## config.mk

```make
export PLATFORM = sky130hd
export DESIGN_NAME = multibank_arbiter
export DESIGN_NICKNAME = d
export VERILOG_FILES = /design/src/rtl/multibank_arbiter.sv
export SDC_FILE = /design/constraint.sdc
export NUM_CORES = 1
export LEC_CHECK = 0
export CAP_MARGIN = 20
export CORE_ASPECT_RATIO = 2
export CORE_MARGIN = 2
export CORE_UTILIZATION = 25
export CTS_CLUSTER_SIZE = 40
export DETAILED_ROUTE_END_ITERATION = 7
export PLACE_DENSITY_LB_ADDON = 0.25
export SLEW_MARGIN = 15
export SYNTH_ARGS = -nofsm -noshare
export SYNTH_HDL_FRONTEND = slang
export SYNTH_SLANG_ARGS = --single-unit
```

## constraint.sdc

```tcl
create_clock -name clk -period 2 [get_ports clk]
set_clock_uncertainty 0.05 [all_clocks]
set_input_delay 0.4 -clock clk [delete_from_list [all_inputs] [get_ports clk]]
set_output_delay 0.4 -clock clk [all_outputs]
set_load 0.005 [all_outputs]
```

## src/rtl/multibank_arbiter.sv

```systemverilog
// Two-requester arbiter in front of NUM_BANKS single-port SRAM banks.
// Different-bank requests proceed in parallel; same-bank conflicts use round-robin priority.
module multibank_arbiter #(
  parameter int DATA_WIDTH = 32,
  parameter int ADDR_WIDTH = 8,
  parameter int NUM_BANKS  = 2
) (
  input  logic                                        clk,
  input  logic                                        rstb,
  input  logic                                        a_valid,
  input  logic                                        b_valid,
  output logic                                        a_ready,
  output logic                                        b_ready,
  input  logic                                        a_web,
  input  logic                                        b_web,
  input  logic [ADDR_WIDTH-1:0]                       a_addr,
  input  logic [ADDR_WIDTH-1:0]                       b_addr,
  input  logic [DATA_WIDTH-1:0]                       a_din,
  input  logic [DATA_WIDTH-1:0]                       b_din,
  output logic                                        a_rvalid,
  output logic                                        b_rvalid,
  output logic [DATA_WIDTH-1:0]                       a_rdata,
  output logic [DATA_WIDTH-1:0]                       b_rdata,
  output logic [NUM_BANKS-1:0]                        bank_csb,
  output logic [NUM_BANKS-1:0]                        bank_web,
  output logic [NUM_BANKS*(ADDR_WIDTH-$clog2(NUM_BANKS))-1:0] bank_addr,
  output logic [NUM_BANKS*DATA_WIDTH-1:0]             bank_din,
  input  logic [NUM_BANKS*DATA_WIDTH-1:0]             bank_dout
);

  localparam int BANK_SEL = $clog2(NUM_BANKS);
  localparam int IN_W     = ADDR_WIDTH - BANK_SEL;

  logic [BANK_SEL-1:0]   a_bank, b_bank;
  logic [IN_W-1:0]       a_off, b_off;
  logic                  conflict;
  logic                  a_grant, b_grant;

  logic                  prio_q, prio_d;
  logic                  a_pend_q, a_pend_d, b_pend_q, b_pend_d;
  logic [BANK_SEL-1:0]   a_pbank_q, b_pbank_q;
  logic                  a_rvalid_q, b_rvalid_q;
  logic [DATA_WIDTH-1:0] a_rdata_q, a_rdata_d, b_rdata_q, b_rdata_d;

  assign a_bank = a_addr[ADDR_WIDTH-1 -: BANK_SEL];
  assign b_bank = b_addr[ADDR_WIDTH-1 -: BANK_SEL];
  assign a_off  = a_addr[IN_W-1:0];
  assign b_off  = b_addr[IN_W-1:0];

  // Grants are masked during reset so no bank is selected while rstb is low.
  always_comb begin
    conflict = a_valid & b_valid & (a_bank == b_bank);
    a_ready  = rstb & (~conflict | ~prio_q);
    b_ready  = rstb & (~conflict | prio_q);
    a_grant  = a_valid & a_ready;
    b_grant  = b_valid & b_ready;
    prio_d   = conflict ? ~prio_q : prio_q;
    a_pend_d = a_grant & a_web;
    b_pend_d = b_grant & b_web;
  end

  always_comb begin
    bank_csb  = '1;
    bank_web  = '1;
    bank_addr = '0;
    bank_din  = '0;
    for (int k = 0; k < NUM_BANKS; k++) begin
      if (a_grant && a_bank == BANK_SEL'(k)) begin
        bank_csb[k]                        = 1'b0;
        bank_web[k]                        = a_web;
        bank_addr[k*IN_W +: IN_W]          = a_off;
        bank_din[k*DATA_WIDTH +: DATA_WIDTH] = a_din;
      end
      if (b_grant && b_bank == BANK_SEL'(k)) begin
        bank_csb[k]                        = 1'b0;
        bank_web[k]                        = b_web;
        bank_addr[k*IN_W +: IN_W]          = b_off;
        bank_din[k*DATA_WIDTH +: DATA_WIDTH] = b_din;
      end
    end
  end

  // Capture the bank's output one edge after the access; otherwise hold.
  always_comb begin
    a_rdata_d = a_rdata_q;
    b_rdata_d = b_rdata_q;
    for (int k = 0; k < NUM_BANKS; k++) begin
      if (a_pend_q && a_pbank_q == BANK_SEL'(k)) a_rdata_d = bank_dout[k*DATA_WIDTH +: DATA_WIDTH];
      if (b_pend_q && b_pbank_q == BANK_SEL'(k)) b_rdata_d = bank_dout[k*DATA_WIDTH +: DATA_WIDTH];
    end
  end

  always_ff @(posedge clk or negedge rstb) begin
    if (!rstb) begin
      prio_q     <= 1'b0;
      a_pend_q   <= 1'b0;
      b_pend_q   <= 1'b0;
      a_pbank_q  <= '0;
      b_pbank_q  <= '0;
      a_rvalid_q <= 1'b0;
      b_rvalid_q <= 1'b0;
      a_rdata_q  <= '0;
      b_rdata_q  <= '0;
    end else begin
      prio_q     <= prio_d;
      a_pend_q   <= a_pend_d;
      b_pend_q   <= b_pend_d;
      a_pbank_q  <= a_bank;
      b_pbank_q  <= b_bank;
      a_rvalid_q <= a_pend_q;
      b_rvalid_q <= b_pend_q;
      a_rdata_q  <= a_rdata_d;
      b_rdata_q  <= b_rdata_d;
    end
  end

  assign a_rvalid = a_rvalid_q;
  assign b_rvalid = b_rvalid_q;
  assign a_rdata  = a_rdata_q;
  assign b_rdata  = b_rdata_q;

endmodule

```

==> results.env, run 1 <==
SYNTH_EDF_COUNT=0
POWER.LEAKAGE_nW=3.68
FINAL-SETUP-VIOL-COUNT=82
SYNTHESIZED_NETS=553
ASYNC_RESET_FF_FRAC=1.00
PLACE.PORT_BUFFERS=299
ANT_NETS=0
ROUTE.DETAILED.VIAS_PER_INST=4.95
SWITCHINGPOWER_mW=1.58
SYNTH.YOSYS.SEQ_AREA_SHARE=0.433
INSERTION_DELAY_NS=0.32
P_INT_mW=4.04
SYNTHCELLS=403
CTS-ROOT-TO-SINK-BUFFERS=2
MAXSLEWHEADROOM=0.398
TIGHTEST_SLEW_NS=0.903
REGTOREGSETUPSLACK_NS=0.65
VIOLATIONS='negative setup slack'
SEQ_POWER_SHARE=0.341
GLOBAL_ROUTE.OVERFLOW_TOTAL=0
HTREE_NUM_LEVELS=3
POST-SYNTH-TOP-AREA-CELL='dfrtp_1'
CRITICAL_PATH.REG2REG.ENDPOINT='a_rdata[8]'
IO-PIN-COUNT=300
TIMING.FINAL.HOLD_VIOLATIONS=0
YS_TOP_CELLS_BY_AREA='dfrtp_1 (43%), mux2i_1 (16%), a22o_1 (11%)'
CTS_BUFFERS=9
YS_WARNINGS=0
CTS_TREE='done'
WIRE_PER_INST_UM=19.5
POSTLAYOUTSETUPSLACKWORST_NS=-0.323
HOLDCRITPATHCLASS='input pin to async pin'
DIE_HEIGHT_UM=185
FLOORPLAN.CORE_AREA_UM2=16200
PLACE_HPWL_UM=13300
DETAILEDROUTE.FIRSTPASSITERATIONCOUNT=4
WORST_EP_REQUIRED_TIME_NS=1.55
IR_DROP_mV=0.329
FIRST_GLOBAL_VIAS=4960
POWER_FRAC_COMB=0.376
LAYOUT_WORST_PATH_CYCLE_SHARE=1.16
CRITPATHCAPTURETYPE='primary output'
YS_DOMINANT_REG_CELL='dfrtp_1'
POWER_FRAC_CLOCK=0.283
SYNTH.LIB_CELLS_USED.DISTINCT=26
P_PER_AREA_nW_PER_UM2=696
CAP_VIOLATIONS=0
YS_SEQ_ELEMENTS=71
INITIAL_CORE_UTIL=0.254
GLOBALROUTETOTALUTIL=0.201
GRT_PASS1_WL_UM=26500
MAXCLOCKFREQUENCY_MHz=430
GPL.FINAL_WEIGHTED_CONGESTION=0.812
WORST-ENDPOINT-ARRIVAL_NS=1.87
CLOCK_TREE.ROOT_CELL='clkbuf_16'
CORE_UTIL_FINAL=0.499
AREA_ADDED_BETWEEN_SYNTHESIS_AND_FINISH_PCT=96.6
SYNTH_AREA_PER_CELL_UM2=10.2
PATH_MAX_FANOUT=7
POST_ROUTE_CELLS_DRIVE_ABOVE_1_SHARE=0.271
SETUP.WORST_PATH.START_CLASS='flip-flop'
POSTROUTEWIRELENGTH_UM=18200
GRT_MAX_DEGREE=72
DIE_WIDTH_UM=94.6
DRT_DRC_VIOLATIONS_LEFT=0
CRITPATHKIND='flip-flop to primary output'
STDCELL_AREA_UM2=8070
RSZ0062_AT_GRT='true'
FINAL-MAX-SLEW-VIOLATION-COUNT=0
REG2REGPATHDEPTH=3
MAPPEDNETLISTAREA_UM2=4110
LAYOUT.NETS=876
PRECTSSETUPSLACK_NS=-0.934
CLOCK_EDGE_TRANSITION_AT_THE_REGISTERS_ON_THE_REPORTED_SETUP_AND_HOLD_PATHS_NS=0.05
REG2REG_FROM='a_pbank_q'
FINAL_PERIOD_MINUS_WORST_SETUP_SLACK_NS=2.32
DRT_ITER0_MARKERS=88
FLOORPLAN.ROWS=66
DIE-AREA_UM2=17500
STATUS='complete, but fails checks'
PLACEMENT_STAGE_CELL_AREA_UM2=7470
CTSHOLDBUFFERS=0
INSERTEDDIODECOUNT=0
POWER.SWITCHING_FRACTION=0.282
TRITONCTS_NUM_SINKS=71
INITIAL_ANTENNA_VIOLATION_COUNT=1
SYNTH_TOP_AREA_FRAC=0.433
DETAILROUTE.VIA_COUNT=4632
[sequential cells by signal (all words and copies together), names as in the netlist]
register   flops
a_rvalid       1
b_rdata       32
b_rvalid       1
b_pbank_q      1
a_rdata       32
prio_q         1
b_pend_q       1
a_pbank_q      1
a_pend_q       1
[layout by cell type (no fill, tap or decap), types with 2 or more instances in the layout]
| cell | netlist | layout |
|---|---|---|
| buf_6 | 10 | 30 |
| inv_1 | 3 | 2 |
| bufbuf_16 | 0 | 3 |
| xnor2_1 | 2 | 2 |
| dlygate4sd2_1 | 0 | 2 |
| a311oi_4 | 1 | 2 |
| a21oi_1 | 64 | 64 |
| buf_2 | 11 | 64 |
| clkdlybuf4s15_1 | 0 | 2 |
| nand2_2 | 1 | 2 |
| mux2i_1 | 64 | 64 |
| inv_2 | 1 | 2 |
| dfrtp_2 | 0 | 5 |
| clkbuf_16 | 0 | 9 |
| nor2_1 | 66 | 65 |
| buf_8 | 0 | 3 |
| a22o_1 | 52 | 50 |
| dfrtp_1 | 71 | 66 |
| a22oi_2 | 0 | 2 |
| clkinv_2 | 0 | 2 |
| a22o_4 | 0 | 17 |
| clkdlybuf4s50_1 | 0 | 210 |
| a211oi_1 | 2 | 2 |
| buf_12 | 0 | 14 |
| a22o_2 | 26 | 11 |
| buf_16 | 0 | 3 |
| buf_4 | 1 | 20 |
[area by class of cell]
type / instances / area (µm²)
Fill cell: 1514 / 8120
Timing Repair Buffer: 351 / 3450
Clock inverter: 5 / 56.3
Inverter: 4 / 15.0
Tap cell: 204 / 255
Sequential cell: 71 / 1780
Clock buffer: 11 / 243
Multi-Input combinational cell: 289 / 2260
[synthesized netlist by cell type (2+ instances only)]
cell and number:
a211oi_1 2, a21boi_0 2, a21oi_1 64, a22o_1 52
a22o_2 26, a22oi_1 2, buf_1 2, buf_2 11
buf_6 10, clkbuf_1 15, dfrtp_1 71, inv_1 3
mux2i_1 64, nor2_1 66, xnor2_1 2
[critical path, cell delays in order, from the launching register on]
cell and delay [ns]:
dfrtp_2 0.45, buf_6 0.15, a311oi_4 0.27, buf_6 0.16, buf_6 0.11, buf_8 0.12
a22o_1 0.16, buf_6 0.11
[power groups by stage]
stage | logic, mW | clock network, mW | registers, mW
after global routing | 2.28 | 1.70 | 1.95
after CTS | 2.14 | 1.64 | 1.91
final | 2.11 | 1.59 | 1.91
after global placement | 2.00 | 0 | 1.92
after floorplan | 0.578 | 0 | 1.94
after detailed placement | 2.02 | 0 | 1.93
[metrics by stage]
step           setup TNS (ns)  hold slack [ns]  power, mW  std cells
3_5_place_dp           -69.59            0.463       3.95        896
6_report               -18.67            0.375       5.62        935
2_1_floorplan               0           0.0544       2.51        403
5_1_grt                -23.98            0.387       5.94        935
3_3_place_gp           -67.22            0.453       3.91        896
4_1_cts                -24.40            0.358       5.69        939
[metal layers]
metal  share of wire  track usage  wire, µm  up-vias
met4           0.039       0.0957       704        2
met2            0.55        0.383      9910      256
li1                -            -         -     2157
met3           0.082       0.0500      1490       39
met1            0.33        0.194      6070     2178
met5         0.00060            0        11        -
[cell families after synthesis]
kind of cell | synth area share
buffers and inverters | 0.0619
muxes | 0.156
AOI/OAI and AO/OA | 0.275
and+or+nand+nor | 0.0701
DFF | 0.433
xor gates and xnor gates | 0.00427
[worst max path at each step]
| stage | startpoint | to | slack [ns] | cells after the start |
|---|---|---|---|---|
| final | prio_q | bank_din[8] | -0.32 | 7 |
| after global routing | prio_q | bank_din[8] | -0.41 | 7 |
| after global placement | a_valid | bank_din[62] | -0.91 | 6 |
| after CTS | prio_q | bank_din[11] | -0.41 | 8 |
| after detailed placement | a_valid | bank_din[62] | -0.93 | 6 |
| after floorplan | a_valid | bank_addr[0] | 0.32 | 4 |
[repair_timing]
item                       CTS  global route
gates cloned                11             0
gates resized for setup    409            15
setup endpoints to repair   84            82
pin swaps                   59            19
setup buffers               16             4
Power figures use the tool's default switching activity.
==> inputs of run 2 (changes only) <==
DONT_BUFFER_PORTS = 1   (was default)
==> run 2 against run 1 <==
Combinational power is 58% lower. Largest power group is now sequential cells. Register-to-register slack worse by 0.06 ns. Critical path type unchanged. Critical endpoint is now bank_din[46]. Die area stayed put. Critical path depth is 2 lower. Sequential share of layout area is 13 points higher. Count of clock-buffer cells in the layout stayed put. The flow finishes with violations (negative hold slack, negative setup slack). Non-clock buffer count is 317 lower.
==> results.env, run 2 (synthesized netlist as in run 1, its figures left out) <==
STATUS='complete, but fails checks'
VIOLATIONS='negative hold slack, negative setup slack'
CRITPATHCAPTURETYPE='primary output'
CLOCK_TREE.ROOT_CELL='clkbuf_16'
GRT_PASS1_WL_UM=21800
INITIAL_CORE_UTIL=0.254
GLOBAL_ROUTE.OVERFLOW_TOTAL=0
ANT_NETS=0
STDCELL_AREA_UM2=5140
TRITONCTS_NUM_SINKS=71
POSTLAYOUTSETUPSLACKWORST_NS=-0.115
FLOORPLAN.CORE_AREA_UM2=16200
SETUP.WORST_PATH.START_CLASS='flip-flop'
WORST-ENDPOINT-ARRIVAL_NS=1.67
IO-PIN-COUNT=300
HOLDCRITPATHCLASS='input pin to async pin'
CTS_TREE='done'
ROUTE.DETAILED.VIAS_PER_INST=5.64
PLACEMENT_STAGE_CELL_AREA_UM2=4330
POWER.TOTAL_mW=4.58
CTS_BUFFERS=9
DIE_WIDTH_UM=94.6
LAYOUT_WORST_PATH_CYCLE_SHARE=1.06
LAYOUT.NETS=559
TIGHTEST_SLEW_NS=0.502
SETUP_TOTAL_NEGATIVE_SLACK_NS=-6.81
FINAL-MAX-SLEW-VIOLATION-COUNT=0
PLACE.PORT_BUFFERS=0
GRT_MAX_DEGREE=77
FINAL_PERIOD_MINUS_WORST_SETUP_SLACK_NS=2.12
POSTROUTEWIRELENGTH_UM=17700
WORST_CASE_HOLD_SLACK_NS=-0.296
PRECTSSETUPSLACK_NS=0.111
IR_DROP_mV=0.318
DIE-AREA_UM2=17500
TIMING.FINAL.HOLD_VIOLATIONS=71
FINAL-SETUP-VIOL-COUNT=80
AREA_ADDED_BETWEEN_SYNTHESIS_AND_FINISH_PCT=25.3
WIRE_PER_INST_UM=28.6
POWER.LEAKAGE_nW=2.22
PATH_MAX_FANOUT=11
DRT_DRC_VIOLATIONS_LEFT=0
RSZ0062_AT_GRT='true'
POST_ROUTE_CELLS_DRIVE_ABOVE_1_SHARE=0.234
MOST-COMMON-LAYOUT-CELLS='nor2_1 (66), dfrtp_1 (66), mux2i_1 (64), a21oi_1 (64), a22o_1 (46)'
DIE_HEIGHT_UM=185
HTREE_NUM_LEVELS=3
CLOCK_EDGE_TRANSITION_AT_THE_REGISTERS_ON_THE_REPORTED_SETUP_AND_HOLD_PATHS_NS=0.06
GPL.FINAL_WEIGHTED_CONGESTION=0.937
GLOBALROUTETOTALUTIL=0.172
P_PER_AREA_nW_PER_UM2=890
PLACE_HPWL_UM=12000
INITIAL_ANTENNA_VIOLATION_COUNT=1
DETAILEDROUTE.FIRSTPASSITERATIONCOUNT=4
MAXSLEWHEADROOM=0.665
WORST_EP_REQUIRED_TIME_NS=1.55
CAP_VIOLATIONS=0
FIRST_GLOBAL_VIAS=3568
MAXCLOCKFREQUENCY_MHz=473
FLOORPLAN.ROWS=66
CRITPATHKIND='flip-flop to primary output'
INSERTION_DELAY_NS=0.34
DRT_ITER0_MARKERS=53
CTS-ROOT-TO-SINK-BUFFERS=2
DETAILROUTE.VIA_COUNT=3491
-- run 2: changes by cell type in the layout (fill, tap and decap cells not counted), sizes merged, moves of 2 or more --
| cell | previous run | this run |
|---|---|---|
| clkbuf | 11 | 18 |
| dlygate4sd2 | 2 | 0 |
| clkdlybuf4s15 | 2 | 0 |
| clkdlybuf4s50 | 210 | 0 |
| bufbuf | 3 | 0 |
| buf | 134 | 27 |
-- run 2: path summary, 6_finish.rpt --
kind / end / cells past startpoint / slack (ns) / from
setup / recovery: bank_din[46] / 5 / -0.12 / prio_q
hold / removal: a_rdata[8] / 0 / -0.30 / rstb
setup reg to reg: b_rdata[16] / 3 / 0.59 / b_pbank_q
hold reg to reg: b_rdata[11] / 2 / 0.50 / b_rdata[11]
max in group asynchronous: a_rdata[19] / 0 / 2.06 / rstb
min in group clk: a_pbank_q / 0 / 0.03 / a_addr[7]
-- run 2: layout make-up --
type | instances | area [µm²]
Inverter | 4 | 17.5
Fill cell | 1663 | 11000
Clock inverter | 5 | 56.3
Tap cell | 204 | 255
Sequential cell | 71 | 1780
Antenna cell | 1 | 2.50
Multi-Input combinational cell | 289 | 2190
Clock buffer | 11 | 253
Timing Repair Buffer | 34 | 588
-- run 2: timing repair --
action,CTS,global route
endpoints found under the setup margin,82,82
cloned,2,12
hold endpoints to repair,71,71
gates resized for setup,12,13
setup buffers,7,3
pin swaps,6,27
-- run 2: worst max-delay path, stage by stage (launching register included) --
cell	delay, ns
dfrtp_2	0.47
inv_4	0.06
a311oi_4	0.26
buf_6	0.18
buf_12	0.15
a22o_1	0.19
-- run 2: where the power goes --
part	leakage (nW)	switching (mW)	internal (mW)
Clock	0.152	0.625	1.03
Sequential	0.772	0.312	1.73
Combinational	1.30	0.441	0.438
Total	2.22	1.38	3.20
-- run 2: through the flow --
step,util,instances
2_1_floorplan,-,403
3_3_place_gp,0.268,578
3_5_place_dp,0.268,578
4_1_cts,0.298,603
5_1_grt,0.318,619
6_report,0.318,619
-- run 2: per-layer routing --
| metal | GRT usage | wire [µm] | vias up |
|---|---|---|---|
| met5 | 0 | 0 | - |
| met4 | 0.0800 | 916 | 0 |
| met3 | 0.0537 | 1510 | 49 |
| met2 | 0.314 | 9350 | 252 |
| met1 | 0.174 | 5900 | 1670 |
| li1 | - | - | 1520 |
==> inputs of run 3 (changes only) <==
TNS_END_PERCENT = 30   (was default)
==> run 3 against run 2 <==
The run still ends with negative hold slack, negative setup slack left. Sequential share of layout area is 0.62 points higher. Clock power hardly changed. Routed wire length is 2.5% lower. Via count is 1.8% lower. Count of clock-buffer cells in the layout stayed put. Maximum frequency hardly changed. Global-route usage stayed put. Largest cell class unchanged.
==> results.env, run 3 (synthesized netlist as in run 1, its figures left out) <==
ROUTE.DETAILED.VIAS_PER_INST=5.58
FLOORPLAN.ROWS=66
POSTROUTEWIRELENGTH_UM=17200
GLOBALROUTETOTALUTIL=0.172
CAP_VIOLATIONS=0
CRITPATHKIND='flip-flop to primary output'
SETUP_TOTAL_NEGATIVE_SLACK_NS=-6.39
WIRE_PER_INST_UM=28.1
WORST_PATH_MAX_DELAY_CELL='dfrtp_2'
PLACE_HPWL_UM=12000
REGTOREGSETUPSLACK_NS=0.60
CORE_UTIL_FINAL=0.312
STATUS='complete, but fails checks'
GPL.FINAL_WEIGHTED_CONGESTION=0.937
LAYOUT.NETS=555
GLOBAL_ROUTE.OVERFLOW_TOTAL=0
FLOORPLAN.CORE_AREA_UM2=16200
LAYOUT_WORST_PATH_CYCLE_SHARE=1.06
CTS_BUFFERS=9
FIRST_GLOBAL_VIAS=3563
DIE_HEIGHT_UM=185
WORST-ENDPOINT-ARRIVAL_NS=1.67
DETAILEDROUTE.FIRSTPASSITERATIONCOUNT=4
FINAL_PERIOD_MINUS_WORST_SETUP_SLACK_NS=2.12
INITIAL_CORE_UTIL=0.254
TIGHTEST_SLEW_NS=0.501
GRT_PASS1_WL_UM=21800
INITIAL_ANTENNA_VIOLATION_COUNT=0
POWER.LEAKAGE_nW=2.19
DIE-AREA_UM2=17500
IO-PIN-COUNT=300
P_PER_AREA_nW_PER_UM2=901
CTS-ROOT-TO-SINK-BUFFERS=2
VIOLATIONS='negative hold slack, negative setup slack'
POSTLAYOUTSETUPSLACKWORST_NS=-0.116
REG2REG_FROM='b_pbank_q'
CTS_TREE='done'
DRT_ITER0_MARKERS=68
TIMING.FINAL.HOLD_VIOLATIONS=71
ANT_NETS=0
WORST_PATH_LARGEST_CELL_DELAY_NS=0.47
POST_ROUTE_CELLS_DRIVE_ABOVE_1_SHARE=0.227
PATH_MAX_FANOUT=11
IR_DROP_mV=0.317
CRIT_PATH_CELLS='inv_4, a311oi_4, buf_6, buf_12, a22o_1'
HTREE_NUM_LEVELS=3
CRITICAL_PATH.REG2REG.ENDPOINT='b_rdata[16]'
DIE_WIDTH_UM=94.6
RSZ0062_AT_GRT='true'
CRITPATHCAPTURETYPE='primary output'
WORST_EP_REQUIRED_TIME_NS=1.55
FILLCELLCOUNT=1671
SETUP.WORST_PATH.START_CLASS='flip-flop'
FINAL-MAX-SLEW-VIOLATION-COUNT=0
CLOCK_EDGE_TRANSITION_AT_THE_REGISTERS_ON_THE_REPORTED_SETUP_AND_HOLD_PATHS_NS=0.06
CLOCK_TREE.ROOT_CELL='clkbuf_16'
INSERTEDDIODECOUNT=0
MOST-COMMON-LAYOUT-CELLS='nor2_1 (66), dfrtp_1 (66), mux2i_1 (64), a21oi_1 (64), a22o_1 (46)'
DETAILROUTE.VIA_COUNT=3427
WORST_CASE_HOLD_SLACK_NS=-0.296
MAXSLEWHEADROOM=0.666
REG2REGPATHDEPTH=3
DRT_DRC_VIOLATIONS_LEFT=0
GRT_MAX_DEGREE=77
PLACE.PORT_BUFFERS=0
HOLDCRITPATHCLASS='input pin to async pin'
TRITONCTS_NUM_SINKS=71
AREA_ADDED_BETWEEN_SYNTHESIS_AND_FINISH_PCT=23.1
INSERTION_DELAY_NS=0.34
FINAL-SETUP-VIOL-COUNT=80
MAXCLOCKFREQUENCY_MHz=473
[run 3: cell type report]
class	count	area (µm²)	share of cell area
inverters	4	17.5	0.00347
flip-flops and latches	71	1780	0.353
multi-input cells	289	2190	0.433
clock buffers	11	253	0.0500
well taps	204	255	0.0505
repair buffers	30	500	0.0990
clock inverters	5	56.3	0.0111
[run 3: layer usage]
| layer | up-vias | global-route usage | part of all wire |
|---|---|---|---|
| met2 | 238 | 0.313 | 0.54 |
| met4 | 0 | 0.0812 | 0.033 |
| met1 | 1647 | 0.176 | 0.34 |
| met5 | - | 0 | 0 |
| li1 | 1506 | - | - |
| met3 | 36 | 0.0496 | 0.087 |
[run 3: repair_timing]
item | CTS | global route
endpoints found under the hold margin | 71 | 71
resized for setup | 12 | 9
pin swaps | 11 | 25
setup buffers | 7 | 3
gates cloned | 2 | 8
setup endpoints to repair | 82 | 82
[run 3: report_power, final]
part	internal [mW]	switching, mW	total (mW)	leakage (nW)
clock network	1.03	0.624	1.65	0.152
logic	0.422	0.432	0.853	1.26
registers	1.73	0.309	2.04	0.772
total	3.19	1.36	4.55	2.19
[run 3: worst max-delay path by stage]
stage	slack (ns)	endpoint	depth (start not counted)	start
final	-0.12	bank_din[37]	5	prio_q
after floorplan	0.32	bank_addr[0]	4	a_valid
after detailed placement	0.11	bank_din[34]	4	prio_q
after CTS	-0.13	bank_din[2]	4	prio_q
after global placement	0.14	bank_web[0]	4	prio_q
after global routing	-0.16	bank_din[59]	5	prio_q
[run 3: per-stage QoR]
step           hold WS, ns  std cells  area [µm²]  power, mW  worst slack (ns)
6_report            -0.296        614        5050       4.55            -0.116
3_3_place_gp        0.0559        578        4330       2.74             0.140
4_1_cts             -0.313        603        4820       4.52            -0.125
5_1_grt             -0.318        614        5050       4.80            -0.156
3_5_place_dp        0.0561        578        4330       2.77             0.111
2_1_floorplan       0.0544        403        4110       2.51             0.319
[run 3: worst max-delay path: cells and delay by family (launching register included)]
kind	cells	cell delay [ns]
DFF	1	0.47
AOI/OAI and AO/OA	2	0.45
buffers and inverters	3	0.40
